===== config.mk =====
export PLATFORM = sky130hd
export DESIGN_NAME = cdb_arbiter
export DESIGN_NICKNAME = d
export VERILOG_FILES = /design/src/rtl/cdb_arbiter.sv
export SDC_FILE = /design/constraint.sdc
export NUM_CORES = 1
export LEC_CHECK = 0
export ABC_AREA = 1
export BUFFER_PORTS_ARGS = -buffer_cell sky130_fd_sc_hd__buf_2
export CORE_ASPECT_RATIO = 1.2
export CORE_MARGIN = 4
export CORE_UTILIZATION = 41
export CTS_BUF_LIST = sky130_fd_sc_hd__clkbuf_8
export DETAILED_ROUTE_END_ITERATION = 8
export PLACE_DENSITY = 0.7
export SYNTH_ARGS = -nofsm -noshare
export SYNTH_HDL_FRONTEND = slang
export SYNTH_SLANG_ARGS = --single-unit
export TNS_END_PERCENT = 30

===== constraint.sdc =====
create_clock -name clock -period 4.75 [get_ports clock]
set_input_delay 0.2375 -clock clock [delete_from_list [all_inputs] [get_ports clock]]
set_output_delay 0.2375 -clock clock [all_outputs]
set_load 0.1 [all_outputs]

===== src/rtl/cdb_arbiter.sv =====
// Common-data-bus arbiter: per-unit result FIFOs feeding one broadcast bus,
// granted round-robin, with registered CDB and register-bank write outputs.

module cdb_fifo #(
  parameter int DATA_W = 16,
  parameter int TAG_W  = 3,
  parameter int DEPTH  = 2
) (
  input  logic              clock,
  input  logic              reset_n,
  input  logic              push,
  input  logic              pop,
  input  logic [TAG_W-1:0]  in_tag,
  input  logic [DATA_W-1:0] in_data,
  input  logic              in_wb,
  output logic              ready,
  output logic              nonempty,
  output logic [TAG_W-1:0]  head_tag,
  output logic [DATA_W-1:0] head_data,
  output logic              head_wb
);
  localparam int PTR_W = $clog2(DEPTH);
  localparam int CNT_W = PTR_W + 1;

  typedef struct packed {
    logic              wb;
    logic [TAG_W-1:0]  tag;
    logic [DATA_W-1:0] data;
  } entry_t;

  entry_t            mem_q [DEPTH];
  entry_t            mem_d [DEPTH];
  logic [PTR_W-1:0]  wr_q, wr_d, rd_q, rd_d;
  logic [CNT_W-1:0]  cnt_q, cnt_d;
  logic              do_push, do_pop;

  // Ready looks only at the registered count: a full FIFO refuses even while popping.
  assign ready     = (cnt_q < CNT_W'(DEPTH)) && reset_n;
  assign nonempty  = (cnt_q != '0);
  assign do_push   = push && ready;
  assign do_pop    = pop && nonempty;
  assign head_tag  = mem_q[rd_q].tag;
  assign head_data = mem_q[rd_q].data;
  assign head_wb   = mem_q[rd_q].wb;

  always_comb begin
    mem_d = mem_q;
    if (do_push) mem_d[wr_q] = '{wb: in_wb, tag: in_tag, data: in_data};
    wr_d  = wr_q + PTR_W'(do_push);
    rd_d  = rd_q + PTR_W'(do_pop);
    cnt_d = cnt_q + CNT_W'(do_push) - CNT_W'(do_pop);
  end

  always_ff @(posedge clock or negedge reset_n) begin
    if (!reset_n) begin
      for (int i = 0; i < DEPTH; i++) mem_q[i] <= '0;
      wr_q  <= '0;
      rd_q  <= '0;
      cnt_q <= '0;
    end else begin
      mem_q <= mem_d;
      wr_q  <= wr_d;
      rd_q  <= rd_d;
      cnt_q <= cnt_d;
    end
  end
endmodule

module cdb_arbiter #(
  parameter int N_UNITS    = 4,
  parameter int DATA_W     = 16,
  parameter int TAG_W      = 3,
  parameter int FIFO_DEPTH = 2,
  parameter int SRC_W      = $clog2(N_UNITS)
) (
  input  logic                      clock,
  input  logic                      reset_n,
  input  logic [N_UNITS-1:0]        req_valid,
  output logic [N_UNITS-1:0]        req_ready,
  input  logic [N_UNITS*TAG_W-1:0]  req_tag,
  input  logic [N_UNITS*DATA_W-1:0] req_data,
  input  logic [N_UNITS-1:0]        req_wb,
  input  logic                      cdb_hold,
  output logic                      cdb_valid,
  output logic [TAG_W-1:0]          cdb_tag,
  output logic [DATA_W-1:0]         cdb_data,
  output logic [SRC_W-1:0]          cdb_src,
  output logic                      rf_we,
  output logic [TAG_W-1:0]          rf_addr,
  output logic [DATA_W-1:0]         rf_data
);
  logic [N_UNITS-1:0][TAG_W-1:0]  tag_in, head_tag;
  logic [N_UNITS-1:0][DATA_W-1:0] data_in, head_data;
  logic [N_UNITS-1:0]             head_wb, nonempty, pop;

  logic                           gnt_vld;
  logic [SRC_W-1:0]               gnt_idx;
  int                             scan;

  logic [SRC_W-1:0]  rr_q, rr_d;
  logic              cdb_valid_q, cdb_valid_d;
  logic [TAG_W-1:0]  cdb_tag_q, cdb_tag_d;
  logic [DATA_W-1:0] cdb_data_q, cdb_data_d;
  logic [SRC_W-1:0]  cdb_src_q, cdb_src_d;
  logic              rf_we_q, rf_we_d;
  logic [TAG_W-1:0]  rf_addr_q, rf_addr_d;
  logic [DATA_W-1:0] rf_data_q, rf_data_d;

  assign tag_in  = req_tag;
  assign data_in = req_data;

  for (genvar g = 0; g < N_UNITS; g++) begin : g_unit
    assign pop[g] = gnt_vld && (gnt_idx == SRC_W'(g));
    cdb_fifo #(.DATA_W(DATA_W), .TAG_W(TAG_W), .DEPTH(FIFO_DEPTH)) u_fifo (
      .clock     (clock),
      .reset_n   (reset_n),
      .push      (req_valid[g]),
      .pop       (pop[g]),
      .in_tag    (tag_in[g]),
      .in_data   (data_in[g]),
      .in_wb     (req_wb[g]),
      .ready     (req_ready[g]),
      .nonempty  (nonempty[g]),
      .head_tag  (head_tag[g]),
      .head_data (head_data[g]),
      .head_wb   (head_wb[g])
    );
  end

  // First non-empty unit at or after rr_q, wrapping modulo N_UNITS.
  always_comb begin
    gnt_vld = 1'b0;
    gnt_idx = '0;
    scan    = 0;
    for (int k = 0; k < N_UNITS; k++) begin
      scan = int'(rr_q) + k;
      if (scan >= N_UNITS) scan = scan - N_UNITS;
      if (!gnt_vld && !cdb_hold && nonempty[scan[SRC_W-1:0]]) begin
        gnt_vld = 1'b1;
        gnt_idx = scan[SRC_W-1:0];
      end
    end
  end

  always_comb begin
    rr_d        = rr_q;
    cdb_valid_d = gnt_vld;
    cdb_tag_d   = cdb_tag_q;
    cdb_data_d  = cdb_data_q;
    cdb_src_d   = cdb_src_q;
    rf_we_d     = 1'b0;
    rf_addr_d   = rf_addr_q;
    rf_data_d   = rf_data_q;
    if (gnt_vld) begin
      rr_d       = (gnt_idx == SRC_W'(N_UNITS - 1)) ? '0 : gnt_idx + SRC_W'(1);
      cdb_tag_d  = head_tag[gnt_idx];
      cdb_data_d = head_data[gnt_idx];
      cdb_src_d  = gnt_idx;
      // Tag 0 means "no destination register", so never write it.
      rf_we_d    = head_wb[gnt_idx] && (head_tag[gnt_idx] != '0);
      rf_addr_d  = head_tag[gnt_idx];
      rf_data_d  = head_data[gnt_idx];
    end
  end

  always_ff @(posedge clock or negedge reset_n) begin
    if (!reset_n) begin
      rr_q        <= '0;
      cdb_valid_q <= 1'b0;
      cdb_tag_q   <= '0;
      cdb_data_q  <= '0;
      cdb_src_q   <= '0;
      rf_we_q     <= 1'b0;
      rf_addr_q   <= '0;
      rf_data_q   <= '0;
    end else begin
      rr_q        <= rr_d;
      cdb_valid_q <= cdb_valid_d;
      cdb_tag_q   <= cdb_tag_d;
      cdb_data_q  <= cdb_data_d;
      cdb_src_q   <= cdb_src_d;
      rf_we_q     <= rf_we_d;
      rf_addr_q   <= rf_addr_d;
      rf_data_q   <= rf_data_d;
    end
  end

  assign cdb_valid = cdb_valid_q;
  assign cdb_tag   = cdb_tag_q;
  assign cdb_data  = cdb_data_q;
  assign cdb_src   = cdb_src_q;
  assign rf_we     = rf_we_q;
  assign rf_addr   = rf_addr_q;
  assign rf_data   = rf_data_q;
endmodule


# Word-level counts from Yosys, hierarchy flattened
# Index checks and enable logic that the tools add are counted.
[op_classes] order_cmp=25 muxes=52 add_sub_neg=24 n_reduce_logical=38 bitwise=8 eq_ne=3
[ops] op="two-way mux 20 bit" count=16
[ops] op="bitwise mux 40 bit" count=4
[ops] op="demux 20 bit (select 1 bit)" count=4
[ops] op="binary-select mux 16 bit (select 2 bit)" count=1
[ops] op="logical AND 1 bit" count=28
[ops] op="two-way mux 2 bit" count=9
[ops] op="greater-or-equal comparator 2 bit, second input constant" count=8
[ops] op="two-way mux 16 bit" count=1
[ops] op="NOT 1 -> 2 bit" count=8
[ops] op="less-than comparator 2 x 3 -> 1 bit, second input constant" count=5
[ops] op="binary-select mux 1 bit (select 2 bit)" count=5
[ops] op="two-way mux 1 bit" count=10
[ops] op="greater-or-equal comparator 3 bit, second input constant" count=3
[ops] op="adder 1 bit" count=8
[ops] op="adder 2 x 1 -> 2 bit" count=4
[ops] op="less-than comparator 2 x 1 -> 1 bit, second input constant" count=4
[ops] op="less-than comparator 2 bit, second input constant" count=4
[ops] op="nonzero test 2 bit" count=4
[ops] op="subtractor 2 x 1 -> 2 bit" count=4
[ops] op="subtractor 2 x 1 -> 2 bit, second input constant" count=4
[ops] op="adder 2 x 2 -> 3 bit, second input constant" count=2
[ops] op="binary-select mux 3 bit (select 2 bit)" count=1
[ops] op="== test 2 bit, second input constant" count=2
[ops] op="zero test 1 bit" count=4
[ops] op="other kinds (7)" count=7
[totals] output_inout_bits=46 reg_bits=201 elab_cells=192

# Logic depth before layout (Yosys ltp)
[logic_depth] word_depth=23 mapped_depth=19

# By module
# From an unflattened synthesis, not the netlist that was laid out.
[hier_totals] hier_cells=1285 hier_area_um2=10197.3
[modules_own_cells] module="cdb_fifo" cells_each=241 n_inst=4 seq_area_each_um2=1101.1 area_per_inst_um2=1986.9
[modules_own_cells] module="cdb_arbiter" cells_each=321 n_inst=1 seq_area_each_um2=625.6 area_per_inst_um2=2249.7

# Least setup slack after synthesis
# OpenSTA, ideal clock, no wires.
[synth_path] kind="register to register" startpoint="reg rr_q[0]" endpoint="reg g_unit[3].u_fifo.cnt_q[1]" path_stages_with_launch=18 slack_ns=2.246 setup_time_ns=0.123 arrival_time_ns=2.382 cell_sequence="dfrtp_1 buf_6 xnor2_2 nand2_1 nand2_1 nand3_1 nor2_1 nand2_1 nand2_1 nand2_2 buf_4 ha_1 nand3_1 inv_1 ha_1 inv_1 ha_1 xnor2_1"
[synth_between] elab_chain_len=22 elab_cells_between_ends=45 classes_between="8 x add/sub; 4 x order compare; 1 x eq/ne; 20 x mux; 12 x reduce/logical"
[synth_rtl] element="from (decl)" line="100" text="logic [SRC_W-1:0] rr_q, rr_d;"
[synth_rtl] element="from (signal assigned)" line="177" text="rr_q <= rr_d;"
[synth_rtl] element="greater-or-equal comparator 2 x 3 -> 1 bit or subtractor 2 x 1 -> 2 bit (tied branches)" line="137" text="if (scan >= N_UNITS) scan = scan - N_UNITS;"
[synth_rtl] element="two-way mux 2 bit" line="137"
[synth_rtl] element="binary-select mux 1 bit (select 2 bit)" line="138" text="if (!gnt_vld && !cdb_hold && nonempty[scan[SRC_W-1:0]]) begin"
[synth_rtl] element="two-way mux 1 bit (implied by the code)" line="138"
[synth_rtl] element="logical AND 1 bit" line="138"
[synth_rtl] element="two-way mux 1 bit" line="138"
[synth_rtl] element="zero test 1 bit" line="138"
[synth_rtl] element="logical AND 1 bit (2 in a row)" line="138"
[synth_rtl] element="(+5 left out)"
[synth_rtl] element="zero test 1 bit" line="138"
[synth_rtl] element="logical AND 1 bit (2 in a row)" line="138"
[synth_rtl] element="two-way mux 2 bit" line="138"
[synth_rtl] element="== test 2 bit" line="113" text="assign pop[g] = gnt_vld && (gnt_idx == SRC_W'(g));"
[synth_rtl] element="logical AND 1 bit *" line="113"
[synth_rtl] element="logical AND 1 bit *" line="41" text="assign do_pop = pop && nonempty;"
[synth_rtl] element="subtractor 2 x 1 -> 2 bit *" line="51" text="cnt_d = cnt_q + CNT_W'(do_push) - CNT_W'(do_pop);"
[synth_rtl] element="via g_unit[3].u_fifo.cnt_d[1]" line="34" text="logic [CNT_W-1:0] cnt_q, cnt_d;"
[synth_rtl] element="to (signal assigned)" line="64" text="cnt_q <= cnt_d;"
[synth_rtl] element="to (decl)" line="34"
# Mark *: on every way through the listed nets, which the timed path passes. The rest lies on a longest branch. The select of a mux whose other input is x is not followed.
# A chain may end at the register's enable or synchronous reset.

# Worst setup path in the final report
[layout_path] startpoint="reg rr_q[0]" endpoint="reg g_unit[0].u_fifo.cnt_q[1]"
[layout_between] elab_chain_len=22 elab_cells_between_ends=45 classes_between="8 x add/sub; 4 x order compare; 20 x mux; 13 x reduce/logical"
[layout_rtl] element="greater-or-equal comparator 2 x 3 -> 1 bit or subtractor 2 x 1 -> 2 bit (tied branches)" line="137"
[layout_rtl] element="two-way mux 2 bit" line="137"
[layout_rtl] element="binary-select mux 1 bit (select 2 bit)" line="138"
[layout_rtl] element="two-way mux 1 bit (implied by the code)" line="138"
[layout_rtl] element="logical AND 1 bit" line="138"
[layout_rtl] element="two-way mux 1 bit" line="138"
[layout_rtl] element="zero test 1 bit" line="138"
[layout_rtl] element="logical AND 1 bit (2 in a row)" line="138"
[layout_rtl] element="(+5 left out)"
[layout_rtl] element="zero test 1 bit" line="138"
[layout_rtl] element="logical AND 1 bit (2 in a row)" line="138"
[layout_rtl] element="two-way mux 2 bit" line="138"
[layout_rtl] element="zero test 2 bit" line="113"
[layout_rtl] element="logical AND 1 bit *" line="113"
[layout_rtl] element="logical AND 1 bit *" line="41"
[layout_rtl] element="subtractor 2 x 1 -> 2 bit *" line="51"
[layout_rtl] element="via g_unit[0].u_fifo.cnt_d[1]" line="34"
[layout_rtl] element="to (signal assigned)" line="64"
[layout_rtl] element="to (decl)" line="34"
# Marks and branches as above.

==> key figures <==
Status
  • Outcome: completed

Clocking
  • Worst-Skew Late Latency: 520 ps
  • Post CTS Setup Buffer Count: 0
  • H-tree levels: 2
  • CTS Buf Count: 34
  • Root buf cell: clkbuf_8
  • Bufs on Longest Clock Path: 3
  • CTS clock-pin slew for the worst setup and hold paths: ~60 ps
  • CTS tree: built
  • Clock sinks: 201

Logic synthesis
  • Ys async rst share: between 90% and 100%
  • Synth warn: 0
  • Prevailing post-synth register cell: dfrtp_1
  • Area contributors post-synth: dfrtp_1, nand2_1, mux2_2, o21ai_0, inv_1
  • Yosys reg bits: roughly 200
  • Yosys top cell area share: between 50 and 60%
  • Synth Cell Area: 9730 µm²
  • Sequential-to-total area share from yosys stat: about 52%
  • Net Count, Synth: about 1,200
  • Largest area contributor in the netlist: dfrtp_1
  • Top-count cell post-synth: nand2_1
  • Synth cell count leaders: nand2_1, dfrtp_1, o21ai_0
  • Post-synth EDFFs: 0
  • Post-Syn Area per Cell: 9.18 µm²
  • Synth cell types: 34
  • Syn Inst Count: roughly 1,100

Global route
  • First-pass GRT wire length: just under 40,000 µm
  • Grt total ovfl: 0
  • Largest net degree at the start of global routing: 74
  • Antenna violations before repair: 0
  • Global router's overall resource usage: a little under a fifth
  • Vias in the first global route: 7,672

Drt
  • Met3 wire len: around 1200 µm
  • Vias per inst: between 4 and 5
  • Metal-1 WL: ~11,000 µm
  • First-pass detailed-route iteration total: 5
  • Via Count: between 7,000 and 8,000
  • DR top layer: met4
  • Initial DRC Count: roughly 520
  • Drt total wl: 24,800 µm
  • Routed wl met2: between 10,000 and 15,000 µm
  • DR WL/cell: 15.8 µm
  • DR DRC count: 0
  • Antenna-violating nets left: 0

Place
  • # port buffers: 132
  • Post-DP Area: slightly above 10,000 µm²
  • Placer congestion estimate: 0.803
  • Post-detail-place hpwl: between 15,000 and 20,000 µm

Timing
  • Tmin final: slightly above 3000 ps
  • Fmax: 325 MHz
  • Fin crit share: between 60% and 70%
  • Rel. slew slack: between 20% and 30%
  • Count of final setup violators: 0
  • Setup TNS: 0 ps
  • Max-slew violations: 0
  • Hold Violations, Final: 0
  • Worst-case clock skew: 37.9 ps
  • RSZ-0062 raised after global routing: no
  • Worst-margin pin slew: between 1000 and 1500 ps

Floorplanning
  • Initial Utilization: between 40% and 50%
  • Core area: ~23,000 µm²
  • Die footprint: roughly 26,000 µm²
  • Row count: 61
  • I/O pins: ~130
  • Die width: approximately 150 µm
  • Die span in y: 177 µm

Critical path
  • Worst Path Max Fanout: 42
  • CP max stage delay: 590 ps
  • Slowest CP cell: dfrtp_1
  • Crit path max-delay family: simple AND/OR/NAND/NOR gates
  • Crit path DAT: around 3400 ps
  • Reg2Reg Launch Point: rr_q[0]
  • Kind of critical path: reg -> reg
  • Most Frequent Cell on Critical Path: nand2_2
  • CP startpoint kind: register
  • Crit. End Element: register
  • CP required: 5120 ps
  • R2R depth: 15
  • Critical-path cell list: nand2_1, nand2_2, nand2_1, nand2_2, nand3_2, nand2_2, inv_1, nand2_2, nand2_2, nand3_1, inv_1, ha_1, inv_1, ha_1, xnor2_1
  • Crit path buffers/inverters: 3
  • R2R setup slack: 1680 ps
  • R2r endpoint: g_unit[0].u_fifo.cnt_q[1]

Layout
  • Final instance area: approximately 12,000 µm²
  • Layout cell share with drive strength beyond 1: 23.2%
  • Final #Nets: around 1,300
  • P&R area growth vs syn: 21.6%
  • N_diodes: 0

Worst hold path
  • Hold Path Class: in -> async

Flow run
  • Maxcap violations: 0
[metrics by stage]
step	hold slack, ps	setup WS [ps]	util, %	instances
finish	237	1680	50.8	1569
global route	317	1340	50.8	1569
CTS	253	1650	50.8	1569
detailed placement	253	1660	44.6	1434
global placement	250	1760	44.6	1434
floorplan	-58.1	2250	-	1060
[routing by layer]
layer  vias up  GRT usage, %
li1       3752             -
met1      3723          24.2
met2       200          31.7
met3        50          3.77
met4         0          7.66
met5         -             0
[state kept, by name, summed over array words and instances (netlist names)]
name / count
g_unit.u_fifo.wr_q: 4
cdb_src: 2
cdb_valid: 1
g_unit.u_fifo.rd_q: 4
rf_addr: 3
rf_data: 16
rf_we: 1
g_unit.u_fifo.mem_q: 160
rr_q: 2
g_unit.u_fifo.cnt_q: 8
[cell families after synthesis]
kind of cell    share of synthesized area, %
mux                                     9.26
flops                                   51.7
buf+inv                                 9.08
simple gates                            16.2
xor+xnor                                1.41
compound gates                          10.2
fa+ha+maj                               2.19
[layout by cell type (no fill, tap or decap), drive strengths merged]
master         n
a31oi         12
xor2           2
buf          139
or2            1
nand3         65
nor3b          4
mux2          80
nand4          3
nand2        274
dfrtp        201
inv          120
ha            17
o21bai         1
o211ai        16
dlygate4sd3   81
o21ai        151
o31ai          1
clkbuf        41
bufinv         1
a21oi          2
clkinv         3
nor2          27
xnor2         12
[worst max path at each step]
stage | startpoint | to | depth (start not counted) | slack, ps
finish | rr_q[0] | g_unit[0].u_fifo.cnt_q[1] | 15 | 1680
global route | reset_n | g_unit[2].u_fifo.mem_q[5] | 6 | 1340
CTS | reset_n | g_unit[2].u_fifo.mem_q[20] | 6 | 1650
detailed placement | reset_n | g_unit[2].u_fifo.mem_q[1] | 5 | 1660
global placement | reset_n | g_unit[2].u_fifo.mem_q[20] | 5 | 1760
floorplan | rr_q[0] | g_unit[3].u_fifo.cnt_q[1] | 17 | 2250
[what timing repair did]
item                      4_1_cts  5_1_grt
hold buffers                   81        0
gates resized for setup         0        0
hold endpoints to repair      218        0
[area by class of cell]
type                       instances  area [µm²]
clock buffer                      40         551
clock inverter                    14        87.6
fill                            2087       11400
inverter                         110         415
multi-input combinational        668        3820
sequential                       201        5030
tap                              315         394
timing repair buffer             221        1540
Power is left out: the tool's default activity adds up to more than one toggle a clock period on the data nets, which glitch-free logic cannot reach.
